**src/rtl/brent_kung_pkg.sv**
```systemverilog
// Shared types and sizing helpers for the sequential Brent-Kung adder.
// The FSM state type and the slice-count / counter-width functions live here.
package brent_kung_pkg;

    typedef enum logic [1:0] {
        StIdle,
        StCalc,
        StDone
    } bk_state_e;

    function automatic int unsigned slice_count(input int unsigned adder_size,
                                                 input int unsigned slice_size);
        return adder_size / slice_size;
    endfunction

    // Counter needs at least one bit even when there is only one slice.
    function automatic int unsigned cnt_width(input int unsigned nslice);
        return (nslice > 1) ? $clog2(nslice) : 1;
    endfunction

endpackage

```
**src/rtl/brent_kung_adder_nbit.sv**
```systemverilog
// Combinational Brent-Kung parallel-prefix adder of WIDTH bits with carry-in.
// WIDTH must be a power of two.
module brent_kung_adder_nbit #(
    parameter int unsigned WIDTH = 32
) (
    input  logic [WIDTH-1:0] a,
    input  logic [WIDTH-1:0] b,
    input  logic             cin,
    output logic [WIDTH-1:0] sum,
    output logic             cout
);

    localparam int LEVELS = $clog2(WIDTH);
    localparam int W      = int'(WIDTH);

    logic [WIDTH-1:0] p;
    logic [WIDTH-1:0] gp;
    logic [WIDTH-1:0] pp;

    assign p = a ^ b;

    always_comb begin
        gp    = a & b;
        pp    = p;
        // Folding cin into bit 0 makes every prefix gp[i] the carry out of bit i.
        gp[0] = gp[0] | (p[0] & cin);

        // Up-sweep: build group terms at positions 2^(l+1)-1 within each block.
        for (int l = 0; l < LEVELS; l++) begin
            for (int i = 0; i < W; i++) begin
                if (((i + 1) % (2 << l)) == 0) begin
                    gp[i] = gp[i] | (pp[i] & gp[i - (1 << l)]);
                    pp[i] = pp[i] & pp[i - (1 << l)];
                end
            end
        end

        // Down-sweep: fill the remaining positions from completed prefixes.
        for (int l = LEVELS - 2; l >= 0; l--) begin
            for (int i = 0; i < W; i++) begin
                if ((((i + 1) % (2 << l)) == (1 << l)) && (i >= (2 << l))) begin
                    gp[i] = gp[i] | (pp[i] & gp[i - (1 << l)]);
                    pp[i] = pp[i] & pp[i - (1 << l)];
                end
            end
        end

        sum    = '0;
        sum[0] = p[0] ^ cin;
        for (int i = 1; i < W; i++) begin
            sum[i] = p[i] ^ gp[i - 1];
        end
        cout = gp[WIDTH-1];
    end

endmodule

```
**src/rtl/brent_kung_adder_seq.sv**
```systemverilog
// Sequential add/subtract unit: one SLICE_SIZE-bit Brent-Kung slice per cycle,
// valid/ready handshake on both sides, result held until consumed.
module brent_kung_adder_seq
    import brent_kung_pkg::*;
#(
    parameter int unsigned ADDER_SIZE = 128,
    parameter int unsigned SLICE_SIZE = 32
) (
    input  logic                  clk,
    input  logic                  rst_n,
    input  logic                  in_valid,
    output logic                  in_ready,
    input  logic [ADDER_SIZE-1:0] in_op1,
    input  logic [ADDER_SIZE-1:0] in_op2,
    input  logic                  cin,
    input  logic                  in_sub,
    output logic                  out_valid,
    input  logic                  out_ready,
    output logic [ADDER_SIZE-1:0] out_res,
    output logic                  cout,
    output logic                  out_ovf
);

    localparam int unsigned NSLICE = slice_count(ADDER_SIZE, SLICE_SIZE);
    localparam int unsigned CW     = cnt_width(NSLICE);
    localparam logic [CW-1:0] LAST = CW'(NSLICE - 1);
    localparam int unsigned MSB    = ADDER_SIZE - 1;

    bk_state_e state_q, state_d;

    logic [CW-1:0]         cnt_q;
    logic [ADDER_SIZE-1:0] a_q;
    logic [ADDER_SIZE-1:0] b_q;
    logic                  carry_q;
    logic [ADDER_SIZE-1:0] res_q;
    logic                  cout_q;
    logic                  ovf_q;

    logic [31:0]           base;
    logic [SLICE_SIZE-1:0] a_sl;
    logic [SLICE_SIZE-1:0] b_sl;
    logic [SLICE_SIZE-1:0] sum_sl;
    logic                  sl_cout;
    logic                  last;

    assign base = 32'(cnt_q) * SLICE_SIZE;
    assign a_sl = a_q[base +: SLICE_SIZE];
    assign b_sl = b_q[base +: SLICE_SIZE];
    assign last = (cnt_q == LAST);

    brent_kung_adder_nbit #(
        .WIDTH (SLICE_SIZE)
    ) u_slice_adder (
        .a    (a_sl),
        .b    (b_sl),
        .cin  (carry_q),
        .sum  (sum_sl),
        .cout (sl_cout)
    );

    always_comb begin
        state_d = state_q;
        unique case (state_q)
            StIdle:  if (in_valid)  state_d = StCalc;
            StCalc:  if (last)      state_d = StDone;
            StDone:  if (out_ready) state_d = StIdle;
            default:                state_d = StIdle;
        endcase
    end

    always_ff @(posedge clk or negedge rst_n) begin
        if (!rst_n) begin
            state_q <= StIdle;
        end else begin
            state_q <= state_d;
        end
    end

    always_ff @(posedge clk or negedge rst_n) begin
        if (!rst_n) begin
            cnt_q   <= '0;
            a_q     <= '0;
            b_q     <= '0;
            carry_q <= 1'b0;
            res_q   <= '0;
            cout_q  <= 1'b0;
            ovf_q   <= 1'b0;
        end else if (state_q == StIdle) begin
            if (in_valid) begin
                // Subtract runs as op1 + ~op2 + ~cin so the borrow-in inverts too.
                a_q     <= in_op1;
                b_q     <= in_sub ? ~in_op2 : in_op2;
                carry_q <= cin ^ in_sub;
                cnt_q   <= '0;
            end
        end else if (state_q == StCalc) begin
            res_q[base +: SLICE_SIZE] <= sum_sl;
            carry_q                   <= sl_cout;
            cnt_q                     <= last ? '0 : cnt_q + CW'(1);
            if (last) begin
                cout_q <= sl_cout;
                ovf_q  <= (a_q[MSB] == b_q[MSB]) && (sum_sl[SLICE_SIZE-1] != a_q[MSB]);
            end
        end
    end

    assign in_ready  = (state_q == StIdle);
    assign out_valid = (state_q == StDone);
    assign out_res   = res_q;
    assign cout      = cout_q;
    assign out_ovf   = ovf_q;

endmodule

```
**config.mk**
```make
export PLATFORM = sky130hd
export DESIGN_NAME = brent_kung_adder_seq
export DESIGN_NICKNAME = d
export VERILOG_FILES = /design/src/rtl/brent_kung_pkg.sv /design/src/rtl/brent_kung_adder_nbit.sv /design/src/rtl/brent_kung_adder_seq.sv
export SDC_FILE = /design/constraint.sdc
export NUM_CORES = 1
export LEC_CHECK = 0
export ABC_AREA = 1
export BUFFER_PORTS_ARGS = -buffer_cell sky130_fd_sc_hd__buf_4
export CAP_MARGIN = 20
export CORE_ASPECT_RATIO = 1.5
export CORE_MARGIN = 1
export CORE_UTILIZATION = 56
export CTS_CLUSTER_DIAMETER = 30
export DETAILED_ROUTE_END_ITERATION = 12
export PLACE_DENSITY = 0.81
export REMOVE_ABC_BUFFERS = 1
export SLEW_MARGIN = 10
export SYNTH_ARGS = -nofsm -noshare
export SYNTH_HDL_FRONTEND = slang
export SYNTH_SLANG_ARGS = --single-unit
export TNS_END_PERCENT = 50
```
**constraint.sdc**
```tcl
create_clock -name clk -period 4.7 [get_ports clk]
set_clock_uncertainty 0.2 [all_clocks]
set_input_delay 0.235 -clock clk [delete_from_list [all_inputs] [get_ports clk]]
set_output_delay 0.235 -clock clk [all_outputs]
set_load 0.01 [all_outputs]
```
After elaboration in Yosys (flattened, before gate mapping)

Index checks and enable logic that the tools add are counted.

Output and inout port bits: 132
Input bits: 262
Bits in registers: 391
Word-level logic and storage cells: 222

Mux-type cells: 13
Eq/ne operators: 8
Reduce and logical (&&, ||, !) cells: 8
Shifts and indexed selects: 4
Bitwise logic cells: 179
Add/sub/neg operators: 2

Operators by type and width:

| operator                                                 | number |
|---|---|
| indexed part select 128 x 8 -> 32 bit                    | 2 |
| bitwise mux 128 bit                                      | 1 |
| two-way mux 128 bit                                      | 1 |
| inverter 128 bit                                         | 1 |
| variable shift 32 x 34 -> 128 bit (first input constant) | 1 |
| indexed part select 32 x 34 -> 128 bit                   | 1 |
| AND 1 bit                                                | 84 |
| OR 1 bit                                                 | 58 |
| negator 7 -> 34 bit                                      | 1 |
| bitwise XOR 1 bit                                        | 33 |
| AND 32 bit                                               | 1 |
| bitwise XOR 32 bit                                       | 1 |
| two-way mux 2 bit                                        | 7 |
| one-hot mux 2 bit (3 select lines)                       | 1 |
| AND reduction 2 bit                                      | 3 |
| AND reduction 3 bit                                      | 2 |
| == test 2 bit (second input constant)                    | 2 |
| != test 2 bit (second input constant)                    | 2 |
| two-way mux 1 bit                                        | 3 |
| adder 2 x 1 -> 2 bit (second input constant)             | 1 |
| == test 2 x 1 -> 1 bit (second input constant)           | 1 |
| zero test 2 bit                                          | 1 |
| != test 2 x 1 -> 1 bit (second input constant)           | 1 |
| nonzero test 2 bit                                       | 1 |
| 4 further kinds                                          | 4 |

Logic depth before layout (Yosys ltp)

Gate-level depths: netlist of the first run.

Word-level depth: 23
Depth in mapped cells: 29
Depth with buffers taken out: 26

Cells and area by module

From an unflattened synthesis of the first run, not the netlist that was laid out.

Cells, all modules: 2454
Area total of the unflattened synthesis: 20059.2 um^2

By module, submodules not included:

| module                | cells each | instances | area an instance (um^2) | seq. area each (um^2) |
|---|---|---|---|---|
| brent_kung_adder_seq  | 2279       | 1         | 18705.4                 | 9784.4 |
| brent_kung_adder_nbit | 175        | 1         | 1353.8                  | 0.0 |

Worst setup path before layout of the first run

No wires, ideal clock.

Path kind: register -> register
Start point: register cnt_q[0]
End point: register ovf_q (netlist: out_ovf)
Slack: 0.803 ns
Cell stages (with the launch flop): 30
Library setup time: 0.119 ns
Arrival: 3.578 ns
Clock period less this slack: 3.897 ns
Path buffers: 3
Required time: 4.381 ns
Cell sequence: dfrtp_1 buf_2 inv_2 buf_4 clkbuf_1 o21ai_0 o22ai_1 fa_1 inv_1 fa_1 inv_1 nand3_1 nand2_1 nand2_1 nand2_1 nand2_1 nand2_2 nand2_1 nand2_1 nand2_1 nand2_1 nand2_1 nand2_1 fa_1 or2_2 nand2_1 inv_1 nand2_1 nand3_1 o21a_1

Cells in the longest elaborated chain, start to end: 23
Elaborated cells between the ends (all ways): 93
Those cells by class: eq/ne (2); shift (2); bitwise (87); reduce/logical (2)

Ends and longest elaborated chain:

| what                                                            | RTL line                                               | RTL |
|---|---|---|
| from (decl)                                                     | brent_kung_adder_seq.sv:31                             | `logic [CW-1:0] cnt_q;` |
| from (signal assigned)                                          | brent_kung_adder_seq.sv:99                             | `cnt_q <= last ? '0 : cnt_q + CW'(1);` |
| indexed part select 128 x 8 -> 32 bit, on equally long branches | brent_kung_adder_seq.sv:47, brent_kung_adder_seq.sv:48 |  |
| bitwise XOR 32 bit                                              | brent_kung_adder_nbit.sv:20                            | `assign p = a ^ b;` |
| AND 1 bit                                                       | brent_kung_adder_nbit.sv:26                            | `gp[0] = gp[0] \| (p[0] & cin);` |
| OR 1 bit                                                        | brent_kung_adder_nbit.sv:26                            |  |
| AND 1 bit                                                       | brent_kung_adder_nbit.sv:32                            | `gp[i] = gp[i] \| (pp[i] & gp[i - (1 << l)]);` |
| OR 1 bit                                                        | brent_kung_adder_nbit.sv:32                            |  |
| AND 1 bit                                                       | brent_kung_adder_nbit.sv:32                            |  |
| OR 1 bit                                                        | brent_kung_adder_nbit.sv:32                            |  |
| (+7 left out)                                                   | n/a                                                    |  |
| OR 1 bit                                                        | brent_kung_adder_nbit.sv:42                            | `gp[i] = gp[i] \| (pp[i] & gp[i - (1 << l)]);` |
| AND 1 bit                                                       | brent_kung_adder_nbit.sv:42                            |  |
| OR 1 bit                                                        | brent_kung_adder_nbit.sv:42                            |  |
| AND 1 bit                                                       | brent_kung_adder_nbit.sv:42                            |  |
| OR 1 bit                                                        | brent_kung_adder_nbit.sv:42                            |  |
| bitwise XOR 1 bit                                               | brent_kung_adder_nbit.sv:51                            | `sum[i] = p[i] ^ gp[i - 1];` |
| != test 1 bit                                                   | brent_kung_adder_seq.sv:102                            | `ovf_q <= (a_q[MSB] == b_q[MSB]) && (sum_sl[SLICE_SIZE-1] != a_q[MSB]);` |
| logical AND 1 bit                                               | brent_kung_adder_seq.sv:102                            |  |
| to (signal assigned)                                            | brent_kung_adder_seq.sv:102                            |  |
| to (decl)                                                       | brent_kung_adder_seq.sv:37                             | `logic ovf_q;` |

Parallel ways exist; a longest one is shown, timed or not.
A chain may end at the register's enable or synchronous reset.

Final worst setup path of the first run

Same ends and word-level chain as after synthesis.

==> impl_metrics.tcl, run 1 <==
set metrics [dict create \
    via_per_inst 6.01 \
    maxCapViolCount 0 \
    die_x_um 153 \
    worst_path_largest_cell_delay_ps 530 \
    min_period_over_period_pct 94.4 \
    grt_max_degree 137 \
    slew_headroom_pct 31.3 \
    timing.final.ws_setup_ps 263 \
    critPathKind "flip-flop to flip-flop" \
    fp.dieH_um 229 \
    crit_slowest_cell "dfrtp_4" \
    path_buf_inv 4 \
    worstPathMaxFanout 11 \
    timing.critical_path.mode_cell "nand2_1" \
    clock_latency_ps 590 \
    cts_max_level 2 \
    synth_area_per_cell_um2 8.64 \
    grt_pass1_wl_um 111000 \
    clk_pin_slew_worst_paths_ps 60 \
    status "complete, no violations" \
    dieArea_um2 35000 \
    maxSlewViolCount 0 \
    critPathRequiredTime_ps 4970 \
    grt_remaining_overflow 0 \
    peakVddDrop_mv 0.431 \
    rows 82 \
    grt_pass1_vias 20600 \
    clockBufferDepth 3 \
    synth_area_um2 19200 \
    start_kind "flip-flop" \
    synth_edf_count 0 \
    power_leakage_nw 13.0 \
    async_reset_ff_share_pct 100 \
    hold_ws_ps 98.7 \
    setup_violations 0 \
    fin_nets 3116 \
    route.detailed.drc 0 \
    initial_core_util_pct 57.2 \
    synthMuxAreaShare_pct 0 \
    io_buffers 393 \
    synth-adder-area-share_pct 4.12 \
    synth_compound_area_share_pct 16.4 \
    synth_xor_area_share_pct 6.53 \
    yosysWarnings 0 \
    yosys.area.top_type "dfrtp_1" \
    cts_buffers 57 \
    drive_gt1_share_pct 19.2 \
    coreArea_um2 33500 \
    antenna_left 0 \
    cp-end-kind "flip-flop" \
    place_hpwl_um 39600 \
    gp_congestion 0.902 \
    design_area_um2 26800 \
    regArea_um2 9790 \
    fin_crit_ps 4440 \
    first_pass_iters 6 \
    grt_use_total_pct 41.5 \
    io_pins 394 \
    synth_flop_cell "dfrtp_1" \
    tightest_slew_ps 1020 \
    synthSimpleGateAreaFrac_pct 16.2 \
    hold_violations 0 \
    arrival_ps 4710 \
    ys_ff_latch 391 \
    ys_top_cells_by_area "dfrtp_1 51%, nand2_1 13%, o21ai_0 11%, xnor2_1 6.2%, nor2_1 2.7%" \
    num_vias 19600 \
    yosysUniqueCellTypes 40 \
    syn_inst 2220 \
    syn2layout_area_growth_pct 39.6 \
    synth_top_family_by_area "compound AO/OA/AOI/OAI gates" \
    tritoncts "built" \
    multiInputGateArea_um2 8310 \
    nFillCells 1857 \
    dpl_cell_area_um2 22200 \
    cts_root_buf "clkbuf_16" \
    ys_seq_area_share_pct 51.0 \
    wire_per_inst_um 22.2 \
    clock_sinks 391 \
    rsz0062_at_grt "false" \
    critPathTopFamily "simple AND/OR/NAND/NOR gates" \
    pre_cts_ws_ps 292 \
    antenna_found_initial 3 \
    timing.fmax_ghz 0.225 \
    hold_path.class "input pin to flip-flop" \
    power_density_nw_per_um2 776 \
    drt-initial-drc-count 1855 \
    synth_top_area_share_pct 51.0 \
    routed_wl_um 72400 \
]
[registers in the layout, indices dropped and copies added (netlist names)]
register,count
carry_q,1
a_q,128
cnt_q,2
state_q,2
out_res,128
cout,1
b_q,128
out_ovf,1
[cell usage after synthesis, types with 22 or more instances]
cell type and instances:
nand2_1 639, o21ai_0 414, dfrtp_1 391, nor2_1 136, xnor2_1 136, clkbuf_1 82, inv_1 76, buf_2 53
o22ai_1 49, ha_1 36, o21ai_1 36, o31ai_1 33, a21oi_1 25, nand3_1 22
[worst min-delay path: cells and delay by family]
family	cells	cell delay (ps)
AOI/OAI and AO/OA	1	80
buffers and inverters	1	260
xor gates and xnor gates	1	240
[stage by stage]
stage	TNS, ps	power (mW)	utilization, %	instances
floorplan	-299910	11.8	-	2059
global placement	0	15.2	66.2	2901
detailed placement	0	15.6	66.2	2901
CTS	0	20.1	79.7	3265
global route	0	22.1	79.8	3269
finish	0	20.8	79.8	3269
[final timing paths]
check | slack, ps | start | cells past startpoint | end
max | 260 | cnt_q[0]$_DFFE_PN0P_ | 26 | out_ovf$_DFFE_PN0P_
min in group asynchronous | 130 | rst_n | 2 | a_q[5]$_DFFE_PN0P_
max reg2reg | 260 | cnt_q[0]$_DFFE_PN0P_ | 26 | out_ovf$_DFFE_PN0P_
min | 100 | in_sub | 3 | b_q[4]$_DFFE_PN0P_
max in group asynchronous | 2910 | rst_n | 3 | b_q[26]$_DFFE_PN0P_
min reg2reg | 280 | a_q[57]$_DFFE_PN0P_ | 2 | a_q[57]$_DFFE_PN0P_
[layout make-up]
| class | instances | area share (%) |
|---|---|---|
| sequential | 391 | 36.5 |
| multi-input combinational | 1586 | 31.0 |
| timing repair buffer | 683 | 22.1 |
| clock buffer | 72 | 5.99 |
| tap | 420 | 1.96 |
| clock inverter | 33 | 1.20 |
| inverter | 82 | 1.17 |
| antenna | 2 | 0.0187 |
[placed cells by master (no fill, tap or decap), types with 2 or more instances in the layout]
cell type and n:
o21ai_1 36, buf_12 7, a31oi_1 3, clkinv_2 7, o21ai_0 414, a32oi_1 14
inv_1 76, inv_4 2, nand2_1 639, inv_8 7, clkinvlp_4 4, dlygate4sd3_1 259
a32o_1 2, inv_6 10, diode_2 2, dfrtp_1 389, clkinv_4 4, clkbuf_16 60
o31ai_1 33, xor2_1 7, o22ai_1 49, a21oi_1 25, xnor2_1 136, buf_4 412
bufinv_16 2, nor2_1 136, fa_1 16, clkbuf_8 8, inv_2 3, nor2_2 3
clkbuf_1 5, ha_1 35, nand3_1 19, nand3_2 3
[metal layers]
layer,vias to the layer above,global-route usage (%),share of wire [%]
met5,-,0,0.018
met4,2,32.7,9.0
met3,440,10.0,9.2
met2,1380,69.4,49
met1,9385,45.0,33
li1,8442,-,-
[logic make-up (layout without fill, tap and decap cells)]
| group | Yosys count | after routing |
|---|---|---|
| buf+inv | 243 | 870 |
| flops | 391 | 391 |
| compound gates | 582 | 582 |
| simple gates | 808 | 808 |
| xor+xnor | 143 | 143 |
| fa+ha+maj | 53 | 53 |
| other cells | 0 | 2 |
[where the power goes]
part           internal [mW]  switching (mW)
Combinational           3.71            6.88
Clock                   2.58            1.70
Sequential              4.83            1.08
[repair_timing]
action / in CTS / in global routing
resized for setup: 0 / 2
setup endpoints to repair: 0 / 3
hold buffers: 259 / 0
setup buffers: 0 / 1
endpoints found under the hold margin: 377 / 0
Power figures use the tool's default switching activity.
==> run 2: changes to the inputs <==
--- a/config.mk
+++ b/config.mk
@@ -5,12 +5,11 @@
 export SDC_FILE = /design/constraint.sdc
 export NUM_CORES = 1
 export LEC_CHECK = 0
-export ABC_AREA = 1
 export BUFFER_PORTS_ARGS = -buffer_cell sky130_fd_sc_hd__buf_4
 export CAP_MARGIN = 20
 export CORE_ASPECT_RATIO = 1.5
 export CORE_MARGIN = 1
-export CORE_UTILIZATION = 56
+export CORE_UTILIZATION = 55
 export CTS_CLUSTER_DIAMETER = 30
 export DETAILED_ROUTE_END_ITERATION = 12
 export PLACE_DENSITY = 0.81
==> run 2 against run 1 <==
  * Synthesized cell count fell by 21%
  * Area after synthesis fell by 5.3%
  * Final area fell by 2.7%
  * Largest cell class unchanged
==> impl_metrics.tcl, run 2 <==
set metrics [dict create \
    grt_use_total_pct 40.4 \
    timing.fmax_ghz 0.224 \
    initial_core_util_pct 55.8 \
    power.total_mw 18.6 \
    hold_violations 0 \
    coreArea_um2 32500 \
    mostFrequentLayoutCells "623 x nand2_1, 408 x buf_4, 389 x dfrtp_1, 259 x dlygate4sd3_1, 230 x o21ai_0" \
    syn_inst 1760 \
    drive_gt1_share_pct 24.6 \
    antenna_found_initial 6 \
    clk_pin_slew_worst_paths_ps 60 \
    ys_seq_area_share_pct 53.9 \
    place_inst 2482 \
    reg2regPathDepth 14 \
    power_leakage_nw 12.6 \
    postCtsSetupBuffers 0 \
    yosysMostFrequentCell "nand2_1" \
    cp-end-kind "flip-flop" \
    tightest_slew_ps 1010 \
    worst_path_largest_cell_delay_ps 530 \
    worstHoldEndpoint "a_q[63]$_DFFE_PN0P_" \
    gp_congestion 0.868 \
    synth_edf_count 0 \
    routed_wl_um 66000 \
    synth_commonest_cells "628 x nand2_1, 391 x dfrtp_1, 230 x o21ai_0" \
    antenna_left 0 \
    r2r_setup_slack_ps 230 \
    ys_ff_latch 391 \
    crit_slowest_cell "mux4_2" \
    num_vias 16800 \
    yosysUniqueCellTypes 36 \
    critPathKind "flip-flop to flip-flop" \
    die_x_um 150 \
    wire_per_inst_um 23.1 \
    first_pass_iters 7 \
    ys_top_cells_by_area "dfrtp_1 54%, nand2_1 13%, mux4_2 7.9%, xnor2_1 6.6%, o21ai_0 6.3%" \
    synth_top_area_share_pct 53.9 \
    grt_pass1_vias 18300 \
    cts_resized 0 \
    arrival_ps 4690 \
    final_common_cell "nand2_1" \
    timing.critical_path.mode_cell "fa_1" \
    route.detailed.drc 0 \
    status "complete, no violations" \
    io_buffers 393 \
    rsz0062_at_grt "false" \
    yosysWarnings 0 \
    yosys.area.top_type "dfrtp_1" \
    rows 81 \
    tritoncts "built" \
    reg2reg_from "cnt_q[0]$_DFFE_PN0P_" \
    critPathRequiredTime_ps 4920 \
    worstPathMaxFanout 4 \
    cts_root_buf "clkbuf_16" \
    synth_area_um2 18200 \
    whs_path_depth 4 \
    maxSlewViolCount 0 \
    syn2layout_area_growth_pct 43.5 \
    timing.final.ws_setup_ps 227 \
    dpl_cell_area_um2 21400 \
    min_period_over_period_pct 95.2 \
    maxCapViolCount 0 \
    final_cell_count_no_fill 2853 \
    nFillCells 1744 \
    grt_remaining_overflow 0 \
    fin_crit_ps 4470 \
    hp-start "in_valid" \
    setup_violations 0 \
    hold_path.class "input pin to flip-flop" \
    power_density_nw_per_um2 713 \
    fp.dieH_um 225 \
    grt_pass1_wl_um 101000 \
    slew_headroom_pct 32.9 \
    crit_chain "mux4_2, fa_1, inv_1, fa_1, nand2b_1, a21oi_1, buf_4, o211ai_2, nand2_1, a21oi_1, o211ai_1, fa_1, xnor2_1, o21ai_0" \
    fin_nets 2700 \
    peakVddDrop_mv 0.432 \
    start_kind "flip-flop" \
    clock_sinks 391 \
    via_per_inst 5.89 \
    cts_max_level 2 \
    io_pins 394 \
    clockBufferDepth 3 \
    hold_buffers 259 \
    design_area_um2 26100 \
    synth_area_per_cell_um2 10.3 \
    pre_cts_ws_ps 327 \
    r2r-end "out_res[27]$_DFFE_PN0P_" \
    synth_flop_cell "dfrtp_1" \
    cts_buffers 56 \
    clock_latency_ps 590 \
    place_hpwl_um 35900 \
    dieArea_um2 33800 \
    async_reset_ff_share_pct 100 \
    drt-initial-drc-count 1261 \
    grt_max_degree 161 \
]
[run 2: changes by cell type after synthesis, sizes merged, moves of 31 or more]
cell   before  now
inv        82   23
mux4        0   64
o21ai     450  235
nor2      140   16
o22ai      49    0
a22o        0   36
o31ai      33    2
[run 2: cell families (layout without fill, tap and decap cells)]
logic type / count (synthesis) / count (layout) / synth area share, %
XOR/XNOR: 144 / 144 / 6.94
multiplexers: 64 / 64 / 7.94
flip-flops: 391 / 391 / 53.9
other: 0 / 7 / 0
buffers and inverters: 132 / 803 / 3.10
AO/OA/AOI/OAI: 301 / 301 / 9.31
AND/OR/NAND/NOR: 675 / 675 / 14.5
adder cells (fa/ha/maj): 53 / 53 / 4.35
[run 2: through the flow]
stage | TNS, ps | utilization [%] | hold slack (ps)
2_1_floorplan | -610660 | - | -261
3_3_place_gp | 0 | 65.9 | 187
3_5_place_dp | 0 | 65.9 | 209
4_1_cts | 0 | 80.0 | 25.6
5_1_grt | 0 | 80.1 | 89.9
6_report | 0 | 80.1 | 56.6
[run 2: metal layers]
metal / vias up / wire [µm] / global-route usage (%)
li1: 7095 / - / -
met1: 8180 / 21500 / 44.9
met2: 1153 / 33400 / 67.5
met3: 379 / 5770 / 8.44
met4: 0 / 5430 / 30.3
met5: - / 0 / 0
[run 2: worst max-delay path by stage]
stage                            from                      end  cells after the start
2_1_floorplan  state_q[0]$_DFFE_PN0P_      carry_q$_DFFE_PN0P_                      4
4_1_cts          cnt_q[0]$_DFFE_PN0P_      out_ovf$_DFFE_PN0P_                     14
3_3_place_gp     cnt_q[0]$_DFFE_PN0P_      out_ovf$_DFFE_PN0P_                     16
6_report         cnt_q[0]$_DFFE_PN0P_  out_res[27]$_DFFE_PN0P_                     14
3_5_place_dp     cnt_q[0]$_DFFE_PN0P_      out_ovf$_DFFE_PN0P_                     14
5_1_grt          cnt_q[0]$_DFFE_PN0P_      out_ovf$_DFFE_PN0P_                     14
[run 2: layout make-up]
type	instances	area [µm²]	share of cell area [%]
Sequential cell	391	9790	37.6
Inverter	23	86.3	0.331
Multi-Input combinational cell	1237	7840	30.1
Timing Repair Buffer	676	5820	22.3
Clock inverter	42	527	2.02
Antenna cell	7	17.5	0.0672
Clock buffer	62	1480	5.66
Tap cell	415	519	1.99
[run 2: report_power, final]
part / switching (mW) / internal [mW]
registers: 0.907 / 4.65
logic: 5.18 / 3.35
clock network: 1.81 / 2.68
[run 2: critical path: cells and delay by family (launching register included)]
kind	cells	cell delay [ps]
AO/OA/AOI/OAI	5	1110
adder cells (fa/ha/maj)	3	1040
multiplexers	1	530
flip-flops	1	460
AND/OR/NAND/NOR	2	390
XOR/XNOR	1	320
buffers and inverters	2	280
==> run 3: changes to the inputs <==
--- a/config.mk
+++ b/config.mk
@@ -5,7 +5,7 @@
 export SDC_FILE = /design/constraint.sdc
 export NUM_CORES = 1
 export LEC_CHECK = 0
-export BUFFER_PORTS_ARGS = -buffer_cell sky130_fd_sc_hd__buf_4
+export BUFFER_PORTS_ARGS = -buffer_cell sky130_fd_sc_hd__buf_2
 export CAP_MARGIN = 20
 export CORE_ASPECT_RATIO = 1.5
 export CORE_MARGIN = 1
@@ -13,6 +13,7 @@
 export CTS_CLUSTER_DIAMETER = 30
 export DETAILED_ROUTE_END_ITERATION = 12
 export PLACE_DENSITY = 0.81
+export RECOVER_POWER = 100
 export REMOVE_ABC_BUFFERS = 1
 export SLEW_MARGIN = 10
 export SYNTH_ARGS = -nofsm -noshare
==> constraint.sdc (replaced) <==
create_clock -name clk -period 4.2 [get_ports clk]
set_clock_uncertainty 0.2 [all_clocks]
set_input_delay 0.21 -clock clk [delete_from_list [all_inputs] [get_ports clk]]
set_output_delay 0.21 -clock clk [all_outputs]
set_load 0.01 [all_outputs]
==> run 3 against run 2 <==
  * The run now ends with max-capacitance violations, max-slew violations, negative setup slack left
  * Clock power rose by 5.1%
  * Final area down 3.6%
  * Combinational power up 23%
  * Routed wire length rose by 4.4%
  * Global-route usage is 0.063 points higher
  * Register-to-register slack got worse by 290 ps
  * First-iteration DRC count increased by 14%
  * Hold slack got worse by 41 ps
  * Via count rose by 2.1%
  * Maximum frequency up 5.0%
  * Sequential share of layout area up 1.4 points
  * Critical path depth up 1
==> impl_metrics.tcl, run 3 (synthesis results as in run 2) <==
set metrics [dict create \
    status "complete, but fails checks" \
    violations "max-capacitance violations, max-slew violations, negative setup slack" \
    grt_pass1_wl_um 101000 \
    cts_root_buf "clkbuf_16" \
    timing.final.ws_setup_ps -61.2 \
    num_vias 17200 \
    cts_buffers 50 \
    min_period_over_period_pct 101 \
    peakVddDrop_mv 0.492 \
    setup_violations 8 \
    hold_violations 0 \
    timing.fmax_ghz 0.235 \
    syn2layout_area_growth_pct 38.4 \
    worst_path_largest_cell_delay_ps 510 \
    crit_slowest_cell "mux4_2" \
    clock_sinks 391 \
    wire_per_inst_um 24.0 \
    coreArea_um2 32500 \
    rows 81 \
    io_buffers 393 \
    routed_wl_um 68900 \
    fp.dieH_um 225 \
    critPathRequiredTime_ps 4360 \
    slew_headroom_pct -106 \
    route.detailed.drc 0 \
    hold_ws_ps 16.0 \
    clk_pin_slew_worst_paths_ps 60 \
    timing.critical_path.mode_cell "a21oi_1" \
    grt_remaining_overflow 0 \
    place_hpwl_um 36100 \
    arrival_ps 4420 \
    cts_max_level 2 \
    maxCapViolCount 6 \
    tritoncts "built" \
    tightest_slew_ps 3090 \
    path_buf_inv 4 \
    power_leakage_nw 11.9 \
    drive_gt1_share_pct 20.1 \
    maxSlewViolCount 308 \
    design_area_um2 25100 \
    grt_pass1_vias 18400 \
    hold_path.class "input pin to flip-flop" \
    via_per_inst 5.98 \
    cp-end-kind "flip-flop" \
    clock_latency_ps 580 \
    final_common_cell "nand2_1" \
    fin_crit_ps 4260 \
    crit_chain "buf_12, clkbuf_16, mux4_2, ha_1, a21oi_1, o21ai_0, a21oi_1, buf_4, nand2_1, a21oi_2, inv_1, a21oi_1, fa_1, xor2_2, o21ai_0" \
    die_x_um 150 \
    fin_nets 2721 \
    dpl_cell_area_um2 20600 \
    power_density_nw_per_um2 851 \
    io_pins 394 \
    nFillCells 1904 \
    antenna_left 0 \
    critPathTopFamily "compound AO/OA/AOI/OAI gates" \
    clockBufferDepth 3 \
    grt_max_degree 173 \
    antenna_found_initial 7 \
    initial_core_util_pct 55.8 \
    dieArea_um2 33800 \
    start_kind "flip-flop" \
    grt_use_total_pct 40.4 \
    mostFrequentLayoutCells "623 x nand2_1, 389 x dfrtp_1, 259 x dlygate4sd3_1, 259 x buf_2, 229 x o21ai_0" \
    drt-initial-drc-count 1438 \
    first_pass_iters 7 \
    critPathKind "flip-flop to flip-flop" \
    power.total_mw 21.4 \
    worstPathMaxFanout 9 \
    gp_congestion 0.912 \
]
## run 3: area by class of cell
cell class | instances | area [µm²] | share of cell area, %
Clock inverter | 36 | 470 | 1.87
Timing Repair Buffer | 703 | 4940 | 19.6
Clock buffer | 57 | 1360 | 5.42
Tap cell | 415 | 519 | 2.07
Antenna cell | 8 | 20.0 | 0.0797
Sequential cell | 391 | 9790 | 39.0
Inverter | 23 | 86.3 | 0.344
Multi-Input combinational cell | 1237 | 7950 | 31.6
## run 3: routing by layer
layer  up-vias  wire length (µm)  track usage [%]
met4         0              6360             32.3
met3       448              6770             10.9
li1       7150                 -                -
met2      1258             33800             66.2
met1      8303             22000             43.7
met5         -                 0                0
## run 3: through the flow
stage                     std cells  utilization [%]  worst slack [ps]  TNS, ps
after floorplan                1651                -             -2690  -804900
after global placement         2500             63.4              86.9        0
after detailed placement       2500             63.4             -18.1    -37.4
after CTS                      2852             77.1              4.65        0
after global routing           2869             77.2              -247    -5010
final                          2870             77.3             -61.2     -316
## run 3: final timing paths
check,from,endpoint,slack [ps],cells after the start
worst max-delay path,cnt_q[0]$_DFFE_PN0P_,out_res[89]$_DFFE_PN0P_,-60,15
worst min-delay path,in_sub,b_q[121]$_DFFE_PN0P_,20,3
worst min register to register,a_q[95]$_DFFE_PN0P_,a_q[95]$_DFFE_PN0P_,280,2
worst max register to register,cnt_q[0]$_DFFE_PN0P_,out_res[89]$_DFFE_PN0P_,-60,15
min in group asynchronous,rst_n,a_q[30]$_DFFE_PN0P_,940,2
max in group asynchronous,rst_n,cnt_q[1]$_DFFE_PN0P_,600,2
## run 3: what timing repair did
action | 4_1_cts | 5_1_grt
setup endpoints to repair | 9 | 60
gates cloned | 0 | 2
resized for setup | 2 | 21
pin swaps | 0 | 5
hold buffers | 259 | 0
hold endpoints to repair | 370 | 0
setup buffers | 0 | 7
## run 3: worst reg2reg max path, delay by kind of cell, from the launching register on
family	cells	cell delay, ps
buf+inv	4	660
compound gates	6	1190
flops	1	460
xor+xnor	1	220
simple gates	1	100
fa+ha+maj	2	700
mux	1	520
## run 3: power breakdown
part / switching [mW] / total [mW] / internal [mW] / leakage (nW)
registers: 0.980 / 6.19 / 5.21 / 5.02
logic: 6.40 / 10.5 / 4.09 / 5.98
clock network: 1.89 / 4.72 / 2.83 / 0.887
